## config.mk

```make
export PLATFORM = sky130hd
export DESIGN_NAME = memory_access_responder
export DESIGN_NICKNAME = d
export VERILOG_FILES = /design/src/rtl/memory_access_responder_pkg.sv /design/src/rtl/memory_byte_lane_unit.sv /design/src/rtl/memory_access_responder.sv
export SDC_FILE = /design/constraint.sdc
export NUM_CORES = 1
export LEC_CHECK = 0
export CORE_MARGIN = 2
export CORE_UTILIZATION = 50
export CTS_CLUSTER_SIZE = 14
export DETAILED_ROUTE_END_ITERATION = 7
export PLACE_DENSITY = 0.83
export SYNTH_ARGS = -nofsm -noshare
export SYNTH_HDL_FRONTEND = slang
export SYNTH_HIERARCHICAL = 1
export SYNTH_SLANG_ARGS = --single-unit
export TNS_END_PERCENT = 100
```

## constraint.sdc

```tcl
create_clock -name clock -period 5.4 [get_ports clock]
set_input_delay 0.54 -clock clock [delete_from_list [all_inputs] [get_ports clock]]
set_output_delay 0.54 -clock clock [all_outputs]
set_load 0.005 [all_outputs]
```

## src/rtl/memory_access_responder_pkg.sv

```systemverilog
// Shared types for the load/store responder: request modes, FSM states,
// RV32I width codes and a legality check for the funct3 field.
package JZJCoreFTypes;

  typedef enum logic [1:0] {
    MEM_NOP   = 2'd0,
    MEM_LOAD  = 2'd1,
    MEM_STORE = 2'd2
  } MemoryMode_t;

  typedef enum logic [2:0] {
    MA_IDLE,
    MA_READ,
    MA_EXTRACT,
    MA_MERGE,
    MA_WRITE,
    MA_DONE,
    MA_ERROR
  } MemAccessState_t;

  localparam logic [2:0] F3_B  = 3'b000;
  localparam logic [2:0] F3_H  = 3'b001;
  localparam logic [2:0] F3_W  = 3'b010;
  localparam logic [2:0] F3_BU = 3'b100;
  localparam logic [2:0] F3_HU = 3'b101;

  function automatic logic f3_legal(
    input MemoryMode_t mode,
    input logic [2:0]  f3
  );
    logic ok;
    ok = 1'b0;
    unique case (1'b1)
      (f3 == F3_B), (f3 == F3_H), (f3 == F3_W): ok = 1'b1;
      (f3 == F3_BU), (f3 == F3_HU): ok = (mode == MEM_LOAD);
      default: ok = 1'b0;
    endcase
    return ok;
  endfunction

endpackage

```

## src/rtl/memory_byte_lane_unit.sv

```systemverilog
// Byte/half lane steering: extends the addressed lane of a RAM word for loads
// and splices store data into the addressed lane for sub-word stores.
module memory_byte_lane_unit
  import JZJCoreFTypes::*;
(
  input  logic [2:0]  funct3,
  input  logic [1:0]  addr,
  input  logic [31:0] ram_rdata,
  input  logic [31:0] storeData,
  output logic [31:0] load_word,
  output logic [31:0] store_word
);

  logic [4:0]  shamt;
  logic [31:0] shifted;
  logic [7:0]  byte_v;
  logic [15:0] half_v;

  assign shamt   = {addr, 3'b000};
  assign shifted = ram_rdata >> shamt;
  assign byte_v  = shifted[7:0];
  assign half_v  = addr[1] ? ram_rdata[31:16] : ram_rdata[15:0];

  always_comb begin
    load_word = ram_rdata;
    unique case (1'b1)
      (funct3 == F3_B):  load_word = {{24{byte_v[7]}}, byte_v};
      (funct3 == F3_BU): load_word = {24'h0, byte_v};
      (funct3 == F3_H):  load_word = {{16{half_v[15]}}, half_v};
      (funct3 == F3_HU): load_word = {16'h0, half_v};
      default:           load_word = ram_rdata;
    endcase
  end

  always_comb begin
    store_word = storeData;
    unique case (1'b1)
      (funct3 == F3_B):
        store_word = (ram_rdata & ~(32'h0000_00FF << shamt))
                   | ({24'h0, storeData[7:0]} << shamt);
      (funct3 == F3_H):
        store_word = addr[1]
          ? {storeData[15:0], ram_rdata[15:0]}
          : {ram_rdata[31:16], storeData[15:0]};
      default:
        store_word = storeData;
    endcase
  end

endmodule

```

## src/rtl/memory_access_responder.sv

```systemverilog
// Load/store responder on a word-wide single-port RAM without byte enables.
// Ports: clock/reset, request bundle in, loadData + status out, RAM side.
module memory_access_responder
  import JZJCoreFTypes::*;
#(
  parameter int          RAM_WORDS  = 4096,
  parameter logic [31:0] RESET_LOAD = 32'h0,
  localparam int         AW         = $clog2(RAM_WORDS)
) (
  input  logic          clock,
  input  logic          reset,
  input  logic          memoryRequest,
  input  MemoryMode_t   memoryMode,
  input  logic [2:0]    funct3,
  input  logic [31:0]   address,
  input  logic [31:0]   storeData,
  output logic [31:0]   loadData,
  output logic          memoryBusy,
  output logic          memoryDone,
  output logic          memoryUnalignedAccess,
  output logic          memoryBadFunct3,
  output logic [AW-1:0] ram_addr,
  output logic [31:0]   ram_wdata,
  output logic          ram_we,
  input  logic [31:0]   ram_rdata
);

  MemAccessState_t state, state_nx;
  MemoryMode_t     mode_q;
  logic [2:0]      f3_q;
  logic [AW+1:0]   addr_q;
  logic [31:0]     sdata_q;

  logic        accept;
  logic        bad_f3;
  logic        misal;
  logic [31:0] load_word;
  logic [31:0] store_word;
  logic        unused_addr;

  // Address bits above the RAM depth are dropped: accesses wrap.
  assign unused_addr = ^address[31:AW+2];

  assign accept = memoryRequest
               && (state == MA_IDLE)
               && (memoryMode != MEM_NOP);

  // Bad funct3 takes precedence; alignment is judged only for legal widths.
  assign bad_f3 = !f3_legal(memoryMode, funct3);

  always_comb begin
    misal = 1'b0;
    unique case (1'b1)
      (funct3[1:0] == 2'b01): misal = address[0];
      (funct3[1:0] == 2'b10): misal = |address[1:0];
      default:                misal = 1'b0;
    endcase
    if (bad_f3) misal = 1'b0;
  end

  memory_byte_lane_unit u_lane (
    .funct3     (f3_q),
    .addr       (addr_q[1:0]),
    .ram_rdata  (ram_rdata),
    .storeData  (sdata_q),
    .load_word  (load_word),
    .store_word (store_word)
  );

  always_ff @(posedge clock or negedge reset) begin
    if (!reset) begin
      state   <= MA_IDLE;
      mode_q  <= MEM_NOP;
      f3_q    <= 3'b000;
      addr_q  <= '0;
      sdata_q <= 32'h0;
    end else begin
      state <= state_nx;
      if (accept) begin
        mode_q  <= memoryMode;
        f3_q    <= funct3;
        addr_q  <= address[AW+1:0];
        sdata_q <= storeData;
      end
    end
  end

  always_ff @(posedge clock or negedge reset) begin
    if (!reset) begin
      loadData              <= RESET_LOAD;
      memoryUnalignedAccess <= 1'b0;
      memoryBadFunct3       <= 1'b0;
    end else begin
      if (state == MA_EXTRACT) loadData <= load_word;
      if (accept && bad_f3) memoryBadFunct3 <= 1'b1;
      if (accept && misal) memoryUnalignedAccess <= 1'b1;
    end
  end

  always_comb begin
    state_nx = state;
    unique case (state)
      MA_IDLE: begin
        if (accept) begin
          if (bad_f3 || misal)
            state_nx = MA_ERROR;
          else if (memoryMode == MEM_STORE && funct3 == F3_W)
            state_nx = MA_WRITE;
          else
            state_nx = MA_READ;
        end
      end
      MA_READ:
        state_nx = (mode_q == MEM_LOAD) ? MA_EXTRACT : MA_MERGE;
      MA_EXTRACT: state_nx = MA_DONE;
      MA_MERGE:   state_nx = MA_DONE;
      MA_WRITE:   state_nx = MA_DONE;
      MA_DONE:    state_nx = MA_IDLE;
      MA_ERROR:   state_nx = MA_ERROR;
      default:    state_nx = MA_IDLE;
    endcase
  end

  always_comb begin
    ram_we    = 1'b0;
    ram_wdata = 32'h0;
    unique case (state)
      MA_WRITE: begin
        ram_we    = 1'b1;
        ram_wdata = sdata_q;
      end
      MA_MERGE: begin
        ram_we    = 1'b1;
        ram_wdata = store_word;
      end
      default: begin
        ram_we    = 1'b0;
        ram_wdata = 32'h0;
      end
    endcase
  end

  assign ram_addr   = addr_q[AW+1:2];
  assign memoryBusy = (state != MA_IDLE);
  assign memoryDone = (state == MA_DONE);

endmodule
```

Word-level counts from Yosys, hierarchy flattened. Index checks and enable logic that the tools add are counted.

Equal/unequal tests: 19. Multiplexer cells: 14. Reduce and logical (&&, ||, !) cells: 17. Bitwise logic cells: 3. Shift-type cells: 3.

Operators by type and width (number): $pmux W32 S2 (2); $pmux W32 S4 (1); $and A32 B32 Y32 (1); $mux W32 (1); $not A32 Y32 (1); $or A32 B32 Y32 (1); $shl A8 B5 Y32 (1); $shl A8 B5 Y32 const A (1); $shr A32 B5 Y8 (1); $eq A3 B3 Y1 const B (7); $mux W16 (1); $pmux W3 S4 (1); $eq A3 B1 Y1 const B (3); $eq A3 B2 Y1 const B (3); $logic_not A3 Y1 (3); $mux W3 (3); $eq A2 B1 Y1 const B (3); $reduce_or A2 Y1 (3); $reduce_or A3 Y1 (2); $logic_and A1 B1 Y1 (5); $eq A2 B2 Y1 const B (2); $pmux W1 S2 (2); $mux W1 (3); $reduce_bool A3 Y1 (1); 4 further kinds (4).

Logic and storage cells: 64. Input bits: 104. Bits in registers: 88. Output and inout bits: 81.

Longest topological paths before layout.
Depth after elaboration: 8. Gate-level depth with buffers: 8. Depth with buffers taken out: 6.

Modules after synthesis. Netlist, hierarchy kept.

Modules (own cells, without submodules): memory_access_responder (sequential area each 2202.1 um^2, cells an instance 277, instances 1, area an instance 4135.2 um^2); memory_byte_lane_unit (sequential area each 0.0 um^2, cells an instance 250, instances 1, area an instance 1401.3 um^2).

Worst setup path after synthesis. OpenSTA, ideal clock, no wires.

Kind: flip-flop to output port. Start point: register f3_q[0]. End point: output ram_wdata[13]. Arrival time: 1.618 ns. Data required time: 4.860 ns. Buffers on the path: 1. Stages on the path, launching flop included: 7. Path slack: 3.242 ns. Cells stage by stage: dfrtp_1 inv_1 clkbuf_1 o21ai_1 a222oi_1 inv_1 a22o_1.

Cells in the longest elaborated chain, start to end: 3. Elaborated cells between the ends (all ways): 4. Classes of those cells: eq/ne: 1; mux: 2; reduce/logical: 1.

RTL lines: from (decl) (line memory_access_responder.sv:30) `logic [2:0] f3_q;`; from (signal assigned) (line memory_access_responder.sv:81) `f3_q <= funct3;`; $eq A3 B1 Y1 or $logic_not A3 Y1 (tied branches) (line memory_byte_lane_unit.sv:41, memory_byte_lane_unit.sv:38); $pmux W32 S2 * (line memory_byte_lane_unit.sv:37) `unique case (1'b1)`; net store_word[13] (line memory_access_responder.sv:38) `logic [31:0] store_word;`; $pmux W32 S2 * (line memory_access_responder.sv:127) `unique case (state)`; to (decl) (line memory_access_responder.sv:23) `output logic [31:0] ram_wdata,`.

Mark *: on every way through the listed nets, which the timed path passes. The rest lies on a longest branch.

Worst setup path in the final report.
Start point: register addr_q[0]. End point: output ram_wdata[18].

Cells in the longest elaborated chain, start to end: 6. Elaborated cells between the ends (all ways): 7. Classes of those cells: shift: 2; mux: 2; bitwise: 3.

RTL lines: from (decl) (line memory_access_responder.sv:31) `logic [AW+1:0] addr_q;`; from (signal assigned) (line memory_access_responder.sv:82) `addr_q <= address[AW+1:0];`; $shl A8 B5 Y32 (line memory_byte_lane_unit.sv:39) `store_word = (ram_rdata & ~(32'h0000_00FF << shamt))`; $not A32 Y32 (line memory_byte_lane_unit.sv:39); $and A32 B32 Y32 (line memory_byte_lane_unit.sv:39); $or A32 B32 Y32 * (line memory_byte_lane_unit.sv:40) `| ({24'h0, storeData[7:0]} << shamt);`; $pmux W32 S2 * (line memory_byte_lane_unit.sv:37); net store_word[18] (line memory_access_responder.sv:38); $pmux W32 S2 * (line memory_access_responder.sv:127).

Marks and branches as above.

==> results list <==
- Final Cycle Share: between 60 and 70%
- Final critical delay including setup and external delays: around 3.6 ns
* Average wire per cell in the routed design: 19.5 um
- Clock-pin slew was measured on the worst setup and hold paths at ~0.090 ns.
- In this run the deepest clock path goes through 2 buffers.
- Outcome: finished, final reports clean
* Port-buffer cells: around 170
- Summed over all layers, the routed wires come to roughly 16000 um.
- The clock arrives with approximately 0.011 ns of skew.
- Inst Count DP: ~800
* Static Leakage: around 3.2 nW
* Leading cell types in the layout, fill and taps excluded: clkdlybuf4s50_1 (165), dfrtp_1 (88), a21oi_1 (50)
- Based on the critical path, the design can be clocked at up to approximately 280 MHz.
- Total half-perimeter wirelength after legalization and detailed placement: ~11000 um
- The finished cells cover 7230 sq um.
* Pin count of the biggest net entering global routing: 89
- The share of synthesized area in the top cell type comes to 39.8%.
- Vias after detailed routing: 4734
- Among all flip-flop cells after synthesis, the most frequent one is dfrtp_1.
- Type of element capturing the critical path: output port
* Number of optimization iterations in the first detailed-route pass: 5
- Area of placed instances: around 7000 sq um
- Once the clock tree was built, the resizer swapped 0 gates to a different size.
- Wire length of the first global-routing pass: 23800 um
- The core region is roughly 11000 sq um.
- The number of hold buffers added after CTS was 0.
- STA puts the critical path data arrival time at about 3.0 ns.
- In this run the worst path has a maximum fanout of 21.
- Starting Density: slightly above 50%
- The congestion estimate from routability-driven global placement came to just over 0.9.
- Number of antenna violations at the first check in global routing: 0
- Global routing finished with a remaining overflow of 0.
- Synthesis inferred 88 register bits.
* Type of the worst setup path: reg2out
- The number of nets in the synthesized netlist is between 600 and 700.
- Area added between synthesis and finish: 30.6%
- Origin of the critical flop-to-flop path: state[2]
* Count of synthesis-stage warnings from yosys: 6
- Data on the critical path is required at its endpoint by about 5 ns.
* EDFF count, synth: 0
- Total number of placement rows: 38
* Routed length on met1: about 6700 um
- Clock sink count: 88
- The max-slew violation count is 0.
* Sequential element share of the synthesized area: 39.8%
- Destination of the worst register-to-register timing path: sdata_q[4]
* Count of final hold-check violations: 0
- Post-CTS setup buffer count: 0
- Clock H-tree levels: 3
- For the pin with the worst max-slew slack, the measured transition is between 1 and 1.5 ns.
* DRC violation count after routing: 0
- Total negative setup slack: 0 ns
- Clock tree synthesis selected as its root buffer the cell clkbuf_8.
- Prior to clock tree synthesis, the placed netlist has a worst setup slack of 2.28 ns.
- The synthesized design spends more area on one cell type than any other, namely dfrtp_1.
* Length of routed met3 wiring: 1220 um
- Worst IR drop on VDD: about 0.27 mV
- Total clock buffers created by CTS: 9
- A synthesized cell averages about 11 sq um.
- Headroom to the max-slew limit came out at between 10% and 20%.
- Post-layout instance count excluding filler cells: about 800
- The floorplan step defined a die boundary enclosing 11900 sq um.
* Met2 Routed Length: 7320 um
* Cells on worst reg2reg path: 4
- between 150 and 200 I/O pins were placed.
- RSZ-0062 raised after global routing: false
- R2R setup slack: about 3.0 ns
- The die is ~110 um wide.
- In the routed layout, each cell is associated on average with a via count of 5.92.
- After synthesis the cells add up to approximately 5500 sq um.
- TritonCTS clock tree: yes
- Total routing usage reported by global routing: a little over a quarter
- After layout, the design draws a total of about 4.1 mW.
* Synth cell types: 50
- After synthesis, the cell types taking the most area are dfrtp_1 (40%), mux2_4 (11%), mux2_1 (7.9%), a22o_1 (5.4%), a21oi_1 (4.5%).
* Die Ht: around 110 um
- Worst Setup Start Kind: register
- Number of global-route vias before repair: 4720
- In this run the remaining antenna-violating nets after routing total 0.
- Fraction of layout cells with a size suffix above 1: 12.4%
- Leaving out fill and tap cells, the most frequent cell in the layout is clkdlybuf4s50_1.
- Routed signal wires occupy layers up through met4.
- In this run, the number of DRC markers left after iteration 0 of detailed routing was about 400.
* Pwr Density: about 570 nW/um^2
- For the worst-skew pair, the clock arrives at the later sink with an insertion delay of around 0.37 ns.
* Setup slack after layout: between 1.5 and 2 ns
- The tightest min-delay check is of the in2async type.
- Number of standard cells after synthesis: between 500 and 600
* Proportion of synthesized flip-flops having asynchronous set or reset: between 90% and 100%
* Fill cell total of the finished layout: 879
- The net count of the finished layout is 762.
- The number of antenna diodes in the final layout is 0.
* Number of failing setup endpoints in the final timing report: 0
* Number of max-cap violations: 0
==> how the worst max path moves through the flow <==
stage,startpoint,to,slack [ns]
floorplan,f3_q[0],ram_wdata[13],3.24
global placement,f3_q[0],ram_wdata[23],2.30
CTS,addr_q[0],ram_wdata[20],1.88
global route,f3_q[0],ram_wdata[9],1.67
finish,addr_q[0],ram_wdata[18],1.85
detailed placement,addr_q[0],ram_wdata[20],2.28
==> sequential cells by signal, indices dropped and copies added (netlist names) <==
register	cells
memoryUnalignedAccess	1
addr_q	14
memoryBadFunct3	1
state	3
f3_q	3
loadData	32
sdata_q	32
mode_q	2
==> power breakdown <==
| group | internal [mW] | leakage [nW] | total [mW] | switching (mW) |
|---|---|---|---|---|
| combinational | 1.35 | 1.99 | 2.37 | 1.02 |
| clock | 0.222 | 0.0989 | 0.452 | 0.230 |
| sequential | 0.982 | 1.07 | 1.31 | 0.327 |
| total | 2.56 | 3.15 | 4.13 | 1.58 |
==> cell type report <==
type	count	area (sq um)	share of cell area, %
multi-input combinational	364	2890	40.0
sequential	88	2200	30.4
timing repair buffer	171	1700	23.5
tap	140	175	2.42
clock buffer	11	141	1.95
inverter	21	78.8	1.09
clock inverter	4	45.0	0.623
==> metal layers <==
layer | vias to the layer above | track usage, %
li1 | 2139 | -
met1 | 2349 | 35.0
met2 | 220 | 42.1
met3 | 26 | 4.48
met4 | 0 | 10.4
met5 | - | 0
==> through the flow <==
stage / utilization [%] / hold WS [ns]
2_1_floorplan: - / 0.244
3_3_place_gp: 65.0 / 0.443
3_5_place_dp: 65.0 / 0.446
4_1_cts: 66.7 / 0.421
5_1_grt: 66.7 / 0.497
6_report: 66.7 / 0.373
==> critical path, cell delays in order, from the launching register on <==
cell	delay, ns
dfrtp_1	0.61
nor2b_1	0.28
nor2_2	0.68
mux2i_1	0.32
a21oi_1	0.09
a22o_1	0.22
clkdlybuf4s50_1	0.44
==> Yosys cell counts (2+ instances only) <==
library cell	number
dfrtp_1	88
a21oi_1	50
nand2_1	46
mux2_4	40
mux2_1	39
a22o_1	34
nor2_1	31
clkbuf_1	22
inv_1	21
nand2b_1	13
buf_4	12
buf_2	10
o21ai_0	10
a221oi_1	9
mux2_2	9
nand3_1	9
nor2b_1	9
a222oi_1	8
mux2i_1	8
o22ai_1	8
a211oi_1	7
buf_12	5
a21o_1	3
buf_6	3
ha_1	3
and3b_1	2
nand3b_1	2
o21a_1	2
o21a_4	2
or2_2	2
==> kinds of logic (layout without fill, tap and decap cells) <==
kind of cell / count (synthesis) / in the layout / synth area share [%]
AOI/OAI and AO/OA: 141 / 141 / 17.9
adders and majority gates: 3 / 3 / 0.678
buffers and inverters: 75 / 207 / 8.20
DFF: 88 / 88 / 39.8
muxes: 97 / 97 / 22.5
and+or+nand+nor: 123 / 123 / 11.0
No activity file was read; power rests on OpenSTA's default activity.
==> variant: new RTL, same settings <==
`RAM_WORDS`: 4096 -> 2048.
--- a/src/rtl/memory_access_responder.sv
+++ b/src/rtl/memory_access_responder.sv
@@ -3,7 +3,7 @@
 module memory_access_responder
   import JZJCoreFTypes::*;
 #(
-  parameter int          RAM_WORDS  = 4096,
+  parameter int          RAM_WORDS  = 2048,
   parameter logic [31:0] RESET_LOAD = 32'h0,
   localparam int         AW         = $clog2(RAM_WORDS)
 ) (
Ports: changed (resized ram_addr); port bits go from 185 to 184. No check against the original RTL was run, so the function may have changed too.
==> variant against the unedited design <==
Via count is 0.89% lower. Final area barely moved. Sequential cell count down 1. Wire length increased by 0.46%. Non-clock buffer count shrank 1. Synthesized cell count fell by 0.57%. Register-to-register slack lost 90 ps. Largest cell class unchanged. Setup slack worse by 280 ps. Total power rose by 1.7%. Synthesized area decreased by 0.79%.
==> variant: results (changes against the unedited design) <==
STA
  – Final clock skew: 9.16 ps (-1.49 ps)
  – Worst-Margin Slew: 1300 ps (+20.1 ps)

Yosys
  – Asr flop ratio synth: 1.00 (unchanged)
  – Synth cell types: 50 (unchanged)
  – Post-synthesis net count: 631 (-0.47%)
  – Synth warn: 6 (unchanged)
  – Synth top cells by count: 87 x dfrtp_1, 50 x a21oi_1, 46 x nand2_1, 40 x mux2_4, 38 x mux2_1
  – Largest cells by area after synthesis: dfrtp_1 40%, mux2_4 11%, mux2_1 7.8%, a22o_1 5.4%, a21oi_1 4.6%
  – Post-synthesis cell count: 524 (-0.57%)
  – Post-synthesis sequential area ratio: 0.396 (-0.00138)
  – Cell Area, Synth: 5490 um^2 (-0.79%)

CTS
  – Post-CTS setup buffer count: 0 (unchanged)
  – TritonCTS Buffers: 9 (unchanged)
  – Root Driver: clkbuf_8
  – Clk slew on worst S/H paths: 90 ps (about the same)
  – CTS max path bufs: 2 (unchanged)
  – Clock latency on the worst-skew pair: 370 ps (about the same)
  – CTS resizes: 0 (unchanged)
  – Number of H-tree levels: 3 (unchanged)

Placement
  – DP HPWL: 11.5 mm (+2.1%)
  – PortBufs: 164 (-1.2%)
  – Placed cell count: 781 (-0.38%)
  – Routability congestion estimate: 0.919 (-0.43%)

Drt
  – Pre-antenna DRT Iters: 7 (+2)
  – Vias per cell: 5.89 (-0.64%)
  – Initial DRC Count: 527 (+31%)
  – Total wire length: 15.7 mm (+0.46%)

Setup path
  – WP data arrival: 3290 ps (+280 ps)
  – Slowest CP cell: nor2_2
  – Worst stage delay on the critical path: 780 ps (+100 ps)
  – Critical path fanouts, max: 47 (+120%)

Layout
  – Layout cell share with drive strength beyond 1: 0.129 (+0.00494)
  – N_diodes: 0 (unchanged)
  – Final Non-Filler Cells: 797 (-0.25%)
  – Regs by FF count: loadData x32, sdata_q x32, addr_q x13
  – Layout Nets: 759 (-0.39%)

Global route
  – Initial antenna violation count: 0 (unchanged)
  – First-pass GRT wire length: 24.5 mm (+3.2%)
  – Largest net degree at the start of global routing: 52 (-42%)
  – Vias in the first global route: 4588 (-2.8%)
  – Overall Global Routing Usage: 0.272 (+0.0103)

Hold path
  – Hold Path Class: input pin to async pin

Power and ir drop
  – Psw: 1.59 mW (+0.86%)
  – Max IR drop VDD: 0.294 mV (+8.1%)
  – Leak pwr: 3.16 nW (about the same)

Status
  – Status: completed
-- variant: layout make-up --
cell class / instances / area, um^2
clock buffers: 12 / 165
repair buffers: 170 / 1680
inverters: 21 / 78.8
flip-flops and latches: 87 / 2180
fillers: 871 / 3550
well taps: 140 / 175
multi-input cells: 363 / 2880
clock inverters: 4 / 76.3
-- variant: cells by family (layout without fill, tap and decap cells) --
logic type      Yosys count  in the layout  share of synthesized area
simple gates            123            123                      0.111
compound gates          141            141                      0.180
mux                      96             96                      0.224
flops                    87             87                      0.396
buf+inv                  74            207                     0.0813
fa+ha+maj                 3              3                    0.00683
-- variant: power groups by stage --
stage / Sequential, mW / Combinational (mW) / Clock (mW)
2_1_floorplan: 1.17 / 1.59 / 0
3_3_place_gp: 1.28 / 2.29 / 0
3_5_place_dp: 1.30 / 2.35 / 0
4_1_cts: 1.29 / 2.37 / 0.541
5_1_grt: 1.35 / 2.57 / 0.576
6_report: 1.30 / 2.36 / 0.542
-- variant: path summary, 6_finish.rpt --
kind                                             start                           to  slack (ps)  cells after the start
max                              addr_q[1]$_DFFE_PN0P_                ram_wdata[20]        1570                      7
min                                              reset      loadData[6]$_DFFE_PN0N_         140                      1
max reg2reg                      addr_q[1]$_DFFE_PN0P_      loadData[5]$_DFFE_PN0N_        2910                      6
min reg2reg                memoryBadFunct3$_DFFE_PN0P_  memoryBadFunct3$_DFFE_PN0P_         470                      1
max in group asynchronous                        reset     loadData[10]$_DFFE_PN0N_        4240                      2
min in group clock         memoryBadFunct3$_DFFE_PN0P_  memoryBadFunct3$_DFFE_PN0P_         470                      1
-- variant: metal layers --
metal  vias to the layer above  GRT usage  wire (um)
met5                         -          0          0
met4                         0     0.0998        356
met3                        29     0.0586       1530
met2                       245      0.435       7290
met1                      2286      0.362       6490
li1                       2132          -          -
-- variant: critical path: cells and delay by family, from the launching register on --
family                 cells  cell delay, ps
AO/OA/AOI/OAI              2             320
buffers and inverters      3            1170
flip-flops                 1             330
multiplexers               1             330
AND/OR/NAND/NOR            1             780
-- variant: stage by stage --
stage                     setup slack, ps  area (um^2)   util  hold slack [ps]
after floorplan                      3240         5490      -              244
after detailed placement             1980         7000  0.648              453
after CTS                            1570         7240  0.671              162
after global routing                 1420         7240  0.671              181
final                                1570         7240  0.671              136
after global placement               2020         7000  0.648              444
